## src/rtl/tlc_pkg.sv

```systemverilog
// ============================================================================
// tlc_pkg
// Shared definitions for the two-road traffic light controller and its
// pedestrian push-button front end.
//   - color_t     : light colour codes driven on rA / rB
//   - ped_state_t : one-hot pedestrian FSM states
//   - TMR_W       : timer width shared with the controller's walk timer
// ============================================================================
package tlc_pkg;

    localparam int TMR_W = 3;

    typedef enum logic [1:0] {
        RED = 2'b00,
        YEL = 2'b01,
        GRN = 2'b10
    } color_t;

    typedef enum logic [2:0] {
        PED_IDLE = 3'b001,
        PED_REQ  = 3'b010,
        PED_WALK = 3'b100
    } ped_state_t;

endpackage

```

## src/rtl/ped_debounce.sv

```systemverilog
// ============================================================================
// ped_debounce
// Synchronises the asynchronous push-button, debounces it and emits a
// one-cycle pulse on each accepted press (rising edge of the debounced level).
// Ports:
//   clk     in  1  clock, rising edge
//   rst_n   in  1  asynchronous active-low reset
//   btn_raw in  1  raw button, asynchronous to clk
//   btn_db  out 1  debounced button level
//   press   out 1  one-cycle pulse when btn_db rises
// ============================================================================
module ped_debounce #(
    parameter int DEBOUNCE_CYC = 4
) (
    input  logic clk,
    input  logic rst_n,
    input  logic btn_raw,
    output logic btn_db,
    output logic press
);

    logic [1:0] sync_reg;
    logic       btn_s;
    logic [3:0] cnt_reg;
    logic       btn_db_reg;
    logic       btn_db_prev_reg;

    assign btn_s = sync_reg[1];

    always_ff @(posedge clk or negedge rst_n) begin
        if (!rst_n) begin
            sync_reg        <= 2'b00;
            cnt_reg         <= 4'd0;
            btn_db_reg      <= 1'b0;
            btn_db_prev_reg <= 1'b0;
        end else begin
            sync_reg        <= {sync_reg[0], btn_raw};
            btn_db_prev_reg <= btn_db_reg;
            if (btn_s != btn_db_reg) begin
                // Accept the new level on the sample that completes the
                // required run of stable samples.
                if (cnt_reg + 4'd1 == 4'(DEBOUNCE_CYC)) begin
                    btn_db_reg <= btn_s;
                    cnt_reg    <= 4'd0;
                end else begin
                    cnt_reg <= cnt_reg + 4'd1;
                end
            end else begin
                cnt_reg <= 4'd0;
            end
        end
    end

    assign btn_db = btn_db_reg;
    // Decoded from registers only; releases produce no pulse.
    assign press  = btn_db_reg & ~btn_db_prev_reg;

endmodule

```

## src/rtl/ped_button_ctrl.sv

```systemverilog
// ============================================================================
// ped_button_ctrl
// Pedestrian push-button front end. Debounces the crossing button, raises
// ped_req toward the light controller until the all-red walk phase is seen,
// then drives the WALK / DON'T WALK lamps and a countdown display.
// Optional feature macro: PED_FLASH_EN -- when defined, the last FLASH_CYC
// walk cycles turn WALK off and flash DON'T WALK.
// Ports:
//   clk        in  1  clock, rising edge
//   rst_n      in  1  asynchronous active-low reset
//   btn_raw    in  1  raw push-button, asynchronous, active-high
//   rA, rB     in  2  road light codes from the controller
//   ped_req    out 1  registered crossing request
//   walk       out 1  WALK lamp (registered)
//   dont_walk  out 1  DON'T WALK lamp (registered)
//   walk_count out 3  remaining walk cycles (registered)
// ============================================================================
module ped_button_ctrl
    import tlc_pkg::*;
#(
    parameter int DEBOUNCE_CYC = 4,
    parameter int WALK_CYC     = 4,
    parameter int FLASH_CYC    = 2
) (
    input  logic             clk,
    input  logic             rst_n,
    input  logic             btn_raw,
    input  logic [1:0]       rA,
    input  logic [1:0]       rB,
    output logic             ped_req,
    output logic             walk,
    output logic             dont_walk,
    output logic [TMR_W-1:0] walk_count
);

    localparam logic [TMR_W-1:0] WALK_LEN = TMR_W'(WALK_CYC);

    ped_state_t       state_reg;
    logic [TMR_W-1:0] walk_cnt_reg;
    logic [TMR_W-1:0] cnt_inc;
    logic             ped_req_reg;
    logic             walk_reg;
    logic             dont_walk_reg;
    logic [TMR_W-1:0] walk_count_reg;
    logic             btn_db;
    logic             press;
    logic             all_red;

    ped_debounce #(
        .DEBOUNCE_CYC (DEBOUNCE_CYC)
    ) u_debounce (
        .clk     (clk),
        .rst_n   (rst_n),
        .btn_raw (btn_raw),
        .btn_db  (btn_db),
        .press   (press)
    );

    assign all_red = (rA == RED) && (rB == RED);

    // Saturating walk counter step; saturation keeps walk_count clamped at 0
    // when the controller holds all-red longer than WALK_CYC.
    always_comb begin
        cnt_inc = walk_cnt_reg;
        if (walk_cnt_reg != WALK_LEN) begin
            cnt_inc = walk_cnt_reg + 3'd1;
        end
    end

`ifdef PED_FLASH_EN
    localparam logic [TMR_W-1:0] FLASH_START = TMR_W'(WALK_CYC - FLASH_CYC);
`endif

    always_ff @(posedge clk or negedge rst_n) begin
        if (!rst_n) begin
            state_reg      <= PED_IDLE;
            walk_cnt_reg   <= '0;
            ped_req_reg    <= 1'b0;
            walk_reg       <= 1'b0;
            dont_walk_reg  <= 1'b1;
            walk_count_reg <= '0;
        end else begin
            case (state_reg)
                PED_IDLE: begin
                    if (press) begin
                        state_reg   <= PED_REQ;
                        ped_req_reg <= 1'b1;
                    end
                end
                PED_REQ: begin
                    if (all_red) begin
                        state_reg      <= PED_WALK;
                        walk_cnt_reg   <= '0;
                        ped_req_reg    <= 1'b0;
                        walk_reg       <= 1'b1;
                        dont_walk_reg  <= 1'b0;
                        walk_count_reg <= WALK_LEN;
                    end
                end
                PED_WALK: begin
                    // Only the lights end the walk phase; presses are ignored.
                    if (!all_red) begin
                        state_reg      <= PED_IDLE;
                        walk_cnt_reg   <= '0;
                        walk_reg       <= 1'b0;
                        dont_walk_reg  <= 1'b1;
                        walk_count_reg <= '0;
                    end else begin
                        walk_cnt_reg   <= cnt_inc;
                        walk_count_reg <= WALK_LEN - cnt_inc;
`ifdef PED_FLASH_EN
                        if (cnt_inc >= FLASH_START) begin
                            walk_reg <= 1'b0;
                            // First flash cycle (WALK still lit) shows 1.
                            dont_walk_reg <= walk_reg ? 1'b1 : ~dont_walk_reg;
                        end
`endif
                    end
                end
                default: begin
                    state_reg      <= PED_IDLE;
                    walk_cnt_reg   <= '0;
                    ped_req_reg    <= 1'b0;
                    walk_reg       <= 1'b0;
                    dont_walk_reg  <= 1'b1;
                    walk_count_reg <= '0;
                end
            endcase
        end
    end

    assign ped_req    = ped_req_reg;
    assign walk       = walk_reg;
    assign dont_walk  = dont_walk_reg;
    assign walk_count = walk_count_reg;

endmodule
```

## config.mk

```make
export PLATFORM = sky130hd
export DESIGN_NAME = ped_button_ctrl
export DESIGN_NICKNAME = d
export VERILOG_FILES = /design/src/rtl/tlc_pkg.sv /design/src/rtl/ped_debounce.sv /design/src/rtl/ped_button_ctrl.sv
export SDC_FILE = /design/constraint.sdc
export NUM_CORES = 1
export LEC_CHECK = 0
export ABC_AREA = 1
export BUFFER_PORTS_ARGS = -buffer_cell sky130_fd_sc_hd__buf_2
export CAP_MARGIN = 20
export CORE_MARGIN = 3
export CORE_UTILIZATION = 49
export DETAILED_ROUTE_END_ITERATION = 8
export GPL_ROUTABILITY_DRIVEN = 0
export MAX_ROUTING_LAYER = met4
export PLACE_DENSITY = 0.72
export SLEW_MARGIN = 20
export SYNTH_ARGS = -nofsm -noshare
export SYNTH_HDL_FRONTEND = slang
export SYNTH_SLANG_ARGS = --single-unit
```

## constraint.sdc

```tcl
create_clock -name clk -period 1.5 [get_ports clk]
set_input_delay 0.3 -clock clk [delete_from_list [all_inputs] [get_ports clk]]
set_output_delay 0.3 -clock clk [all_outputs]
set_load 0.02 [all_outputs]
```

# Word level (Yosys, flattened, before mapping)
# Cells that the tools add are included.
[classes] bitwise_logic=4 n_reduce_logical=8 eq_ne=9 mux=20 addsub=3
[ops] op="$pmux W3 S3" n=3
[ops] op="$mux W3" n=7
[ops] op="$pmux W1 S3" n=3
[ops] op="$reduce_and A3 Y1" n=3
[ops] op="$mux W4" n=2
[ops] op="$ne A2 B2 Y1 const B" n=3
[ops] op="$mux W1" n=5
[ops] op="$add A4 B1 Y4 const B" n=1
[ops] op="$eq A4 B3 Y1 const B" n=1
[ops] op="$logic_not A2 Y1" n=2
[ops] op="$reduce_and A2 Y1" n=2
[ops] op="$add A3 B1 Y3 const B" n=1
[ops] op="$eq A3 B1 Y1 const B" n=1
[ops] op="$eq A3 B2 Y1 const B" n=1
[ops] op="$eq A3 B3 Y1 const B" n=1
[ops] op="$ne A3 B3 Y1 const B" n=1
[ops] op="$not A1 Y1" n=3
[ops] op="$sub A3 B3 Y3 const A" n=1
[ops] op="$and A1 B1 Y1" n=1
[ops] op="$logic_and A1 B1 Y1" n=1
[ops] op="$ne A1 B1 Y1" n=1
[word_totals] output_inout_bits=6 wordCells=54 inputBits=7 reg_bits=20

# Logic depth before layout (Yosys ltp)
[depth] depth_word=5 ltp_mapped=10 ltp_nobuf=10

# Modules after synthesis
# Synthesis repeated with hierarchy kept, for this count alone.
[hier_totals] cells_unflattened=114 area_unflattened_um2=973.4
[modules_own_cells] module="ped_button_ctrl" area_each_um2=660.6 instances=1 cells_per_inst=82
[modules_own_cells] module="ped_debounce" area_each_um2=312.8 instances=1 cells_per_inst=32

# Worst setup path before layout
# Ideal clock, no wire load.
[synth_path] path_kind="register to register" start="register walk_cnt_reg[0]" end="register walk_count_reg[2] (netlist: walk_count[2])" required_ns=1.379 path_slack_ns=0.026 path_buffers=0 setup_time_ns=0.121 arrival_ns=1.353 path_stages_with_launch=11 path_cell_list="dfrtp_1 > inv_1 > ha_1 > nand2_1 > xor2_1 > inv_1 > ha_1 > inv_1 > nand3_1 > nand3_1 > a21oi_1"
[synth_between] elab_chain_cells=5 elab_cells_between_ends=6 classes_between="2 x add/sub; 1 x eq/ne; 3 x mux"
[synth_rtl] element="start: declaration" line="ped_button_ctrl.sv:39" text="logic [TMR_W-1:0] walk_cnt_reg;"
[synth_rtl] element="start signal: assignment" line="ped_button_ctrl.sv:109" text="walk_cnt_reg <= cnt_inc;"
[synth_rtl] element="$add A3 B1 Y3 / $ne A3 B3 Y1 (equally long branches)" line="ped_button_ctrl.sv:66, ped_button_ctrl.sv:65"
[synth_rtl] element="$mux W3 (*)" line="ped_button_ctrl.sv:65" text="if (walk_cnt_reg != WALK_LEN) begin"
[synth_rtl] element="$sub A3 B3 Y3 (*)" line="ped_button_ctrl.sv:110" text="walk_count_reg <= WALK_LEN - cnt_inc;"
[synth_rtl] element="$mux W3 (*)" line="ped_button_ctrl.sv:102" text="if (!all_red) begin"
[synth_rtl] element="$pmux W3 S3 (*)" line="ped_button_ctrl.sv:83" text="case (state_reg)"
[synth_rtl] element="end signal: assignment" line="ped_button_ctrl.sv:110"
[synth_rtl] element="end: declaration" line="ped_button_ctrl.sv:44" text="logic [TMR_W-1:0] walk_count_reg;"
# Mark *: on every way between the ends. The rest lies on a longest branch, timed or not.
# A chain may end at the register's enable or synchronous reset.

# Final worst setup path
[layout_path] start="register walk_cnt_reg[1]" end="register walk_count_reg[2] (netlist: walk_count[2])"
# The elaborated chain is that of the path after synthesis.

==> results.md <==
* Status: complete, no violations
* Post-Route Utilization at between 60% and 70%
* Dominant cell type by area after synthesis: dfrtp_1
* Max FO, Critical Path at 2
* Pwr/cell area at ~1400 nW/µm²
* H-tree Lvls at 1
* Clk Latency, worst-skew pair at 0.30 ns
* Worst-case clock skew at 0.000932 ns
* Min Tclk post-route at 1.47 ns
* Library cells used by synthesis at 20
* Layout Nets at 144
* Crit. End Element: flip-flop
* Syn nets at around 120
* Largest register FFs at 4
* Max rail drop VDD at 0.000781 V
* Synth top area share at 47.1%
* Ys Warns at 0
* Top post-synthesis cells by area: dfrtp_1, nand2_1, inv_1, dfstp_2, ha_1
* First-iteration detailed-routing DRC count at 14
* Initial antenna violation count at 0
* Pwr Total at 1.73 mW
* Top post-synthesis cells by count: nand2_1, dfrtp_1, inv_1
* Crit path kind: flip-flop to flip-flop
* CP arrival at about 1.7 ns
* Area Overhead vs Synth at 26.7%
* Reg area at 503 µm²
* Die width at ~50 µm
* Via density at 4.90
* Post-synthesis sequential area ratio at 52.5%
* Sink Count at 20
* Number of max-cap violations at 0
* Share of layout cells above drive strength 1 at 38.6%
* Post-route DRC at 0
* Clock Root Buffer: clkbuf_4
* Multi-input logic area at 438 µm²
* DRT Pass-1 Iters at 4
* Antenna viol nets, final at 0
* Fmax at 681 MHz
* Die area at 2520 µm²
* Pin count of the biggest net entering global routing at 21
* Final setup fails at 0
* Num CTS Buffers at 3
* CP Launch Type: flip-flop
* RR Startpoint: walk_cnt_reg[1]
* Row count at 15
* Slew margin rel. at 71.3%
* Yosys reg bits at 20
* Antenna diodes at 0
* Placeable Area at ~1800 µm²
* Tightest Pin Transition at 0.431 ns
* CTS tree: yes
* Die Ht at roughly 50 µm
* Final Hold Vio Count at 0
* Max clock buf depth at 2
* # port buffers at 12
* HP Start: btn_raw
* First-pass GRT wire length at 3.09 mm
* Min-delay worst type: primary input to flip-flop
* Count leader, synth: nand2_1
* Worst Setup SP: walk_cnt_reg[1]
* Ys async rst share at 100%
* Mapped Cells at 107
* DR WL/cell at 11.5 µm
* Ports at 13
* Post-synth EDFFs at 0
* DP Wirelength at 1.24 mm
* Post-Route WL at 1.81 mm
* GR Util All Layers at between 15 and 20%
* Post-Syn Area at 957 µm²
* Final Max Tran Viols at 0
* Synth Flop Type: dfrtp_1
* Via count at 770
* Post-synthesis average cell area at about 8.9 µm²
* Grt total ovfl at 0
* Vias in the first global route at 773
* Final worst-path cycle share at a little over nine tenths
* Fillers at 138
* P_leak at about 0.66 nW
* Initial Util at between 50% and 60%
* Reg clk slew, reported paths at approximately 0.11 ns
* Critical Path RT at ~1.7 ns
final cells by class:
type	count	share of cell area [%]
Clock buffer	4	2.99
Timing Repair Buffer	21	10.7
Multi-Input combinational cell	68	36.1
Sequential cell	20	41.5
Tap cell	25	2.58
Inverter	19	6.09
power by group:
group	internal, mW	switching [mW]
Combinational	0.228	0.435
Clock	0.148	0.164
Sequential	0.686	0.0728
path summary, 6_finish.rpt:
path / end / slack [ns] / depth (start not counted)
max in group asynchronous: dont_walk / 0.72 / 2
worst min-delay path: u_debounce.sync_reg[0] / 0.1 / 1
worst max register to register: walk_count[2] / 0.03 / 9
worst min register to register: u_debounce.sync_reg[1] / 0.37 / 0
min in group asynchronous: u_debounce.cnt_reg[1] / 0.45 / 2
worst max-delay path: walk_count[2] / 0.03 / 9
layer usage:
metal  GRT usage [%]  routed length (µm)  share of wire (%)  vias to the layer above
met4            6.91                  44                2.4                        0
met3            2.97                  63                3.5                        5
met1            18.0                 752                 42                      370
li1                -                   -                  -                      378
met5               -                   0                  0                        -
met2            29.3                 951                 52                       17
worst max-delay path, stage by stage, from the launching register on:
cell and delay [ns]:
dfrtp_1 0.40, inv_2 0.09, ha_4 0.14, nand2_4 0.05, xor2_2 0.17, inv_2 0.07
ha_4 0.17, nand2_2 0.06, nand3_2 0.07, a21oi_1 0.17
stage by stage:
stage	TNS, ns	worst slack [ns]	area [µm²]	instances	hold WS (ns)
4_1_cts	0	0.0138	1130	154	0.100
3_3_place_gp	0	0.0709	1060	146	0.262
6_report	0	0.0316	1210	157	0.0952
3_5_place_dp	0	0.00277	1060	146	0.268
5_1_grt	-0.0293	-0.0293	1210	157	0.0764
2_1_floorplan	0	0.0259	957	107	0.00441
logic make-up after synthesis:
family	Yosys count	share of synthesized area [%]
simple gates	53	26.0
flops	20	52.5
buf+inv	19	7.71
compound gates	8	5.75
fa+ha+maj	4	5.23
xor+xnor	3	2.75
timing repair:
action,4_1_cts,5_1_grt
pin swaps,1,4
endpoints found under the hold margin,18,0
setup buffers,3,3
hold buffers,1,0
endpoints found under the setup margin,1,2
resized for setup,2,13
cell usage in the layout (no fill, tap or decap), types with 2 or more instances in the layout:
master    count
a21oi_1       3
buf_2        12
buf_4         8
clkbuf_4      3
dfrtp_1      18
dfstp_2       2
ha_1          2
ha_4          2
inv_1        12
inv_2         6
nand2_1      29
nand2_2       3
nand2_4       2
nand3_1       4
nand3_2       5
nor2_1        7
nor3_2        2
o21ai_1       2
o21ai_2       2
(Power assumes the default switching activity.)
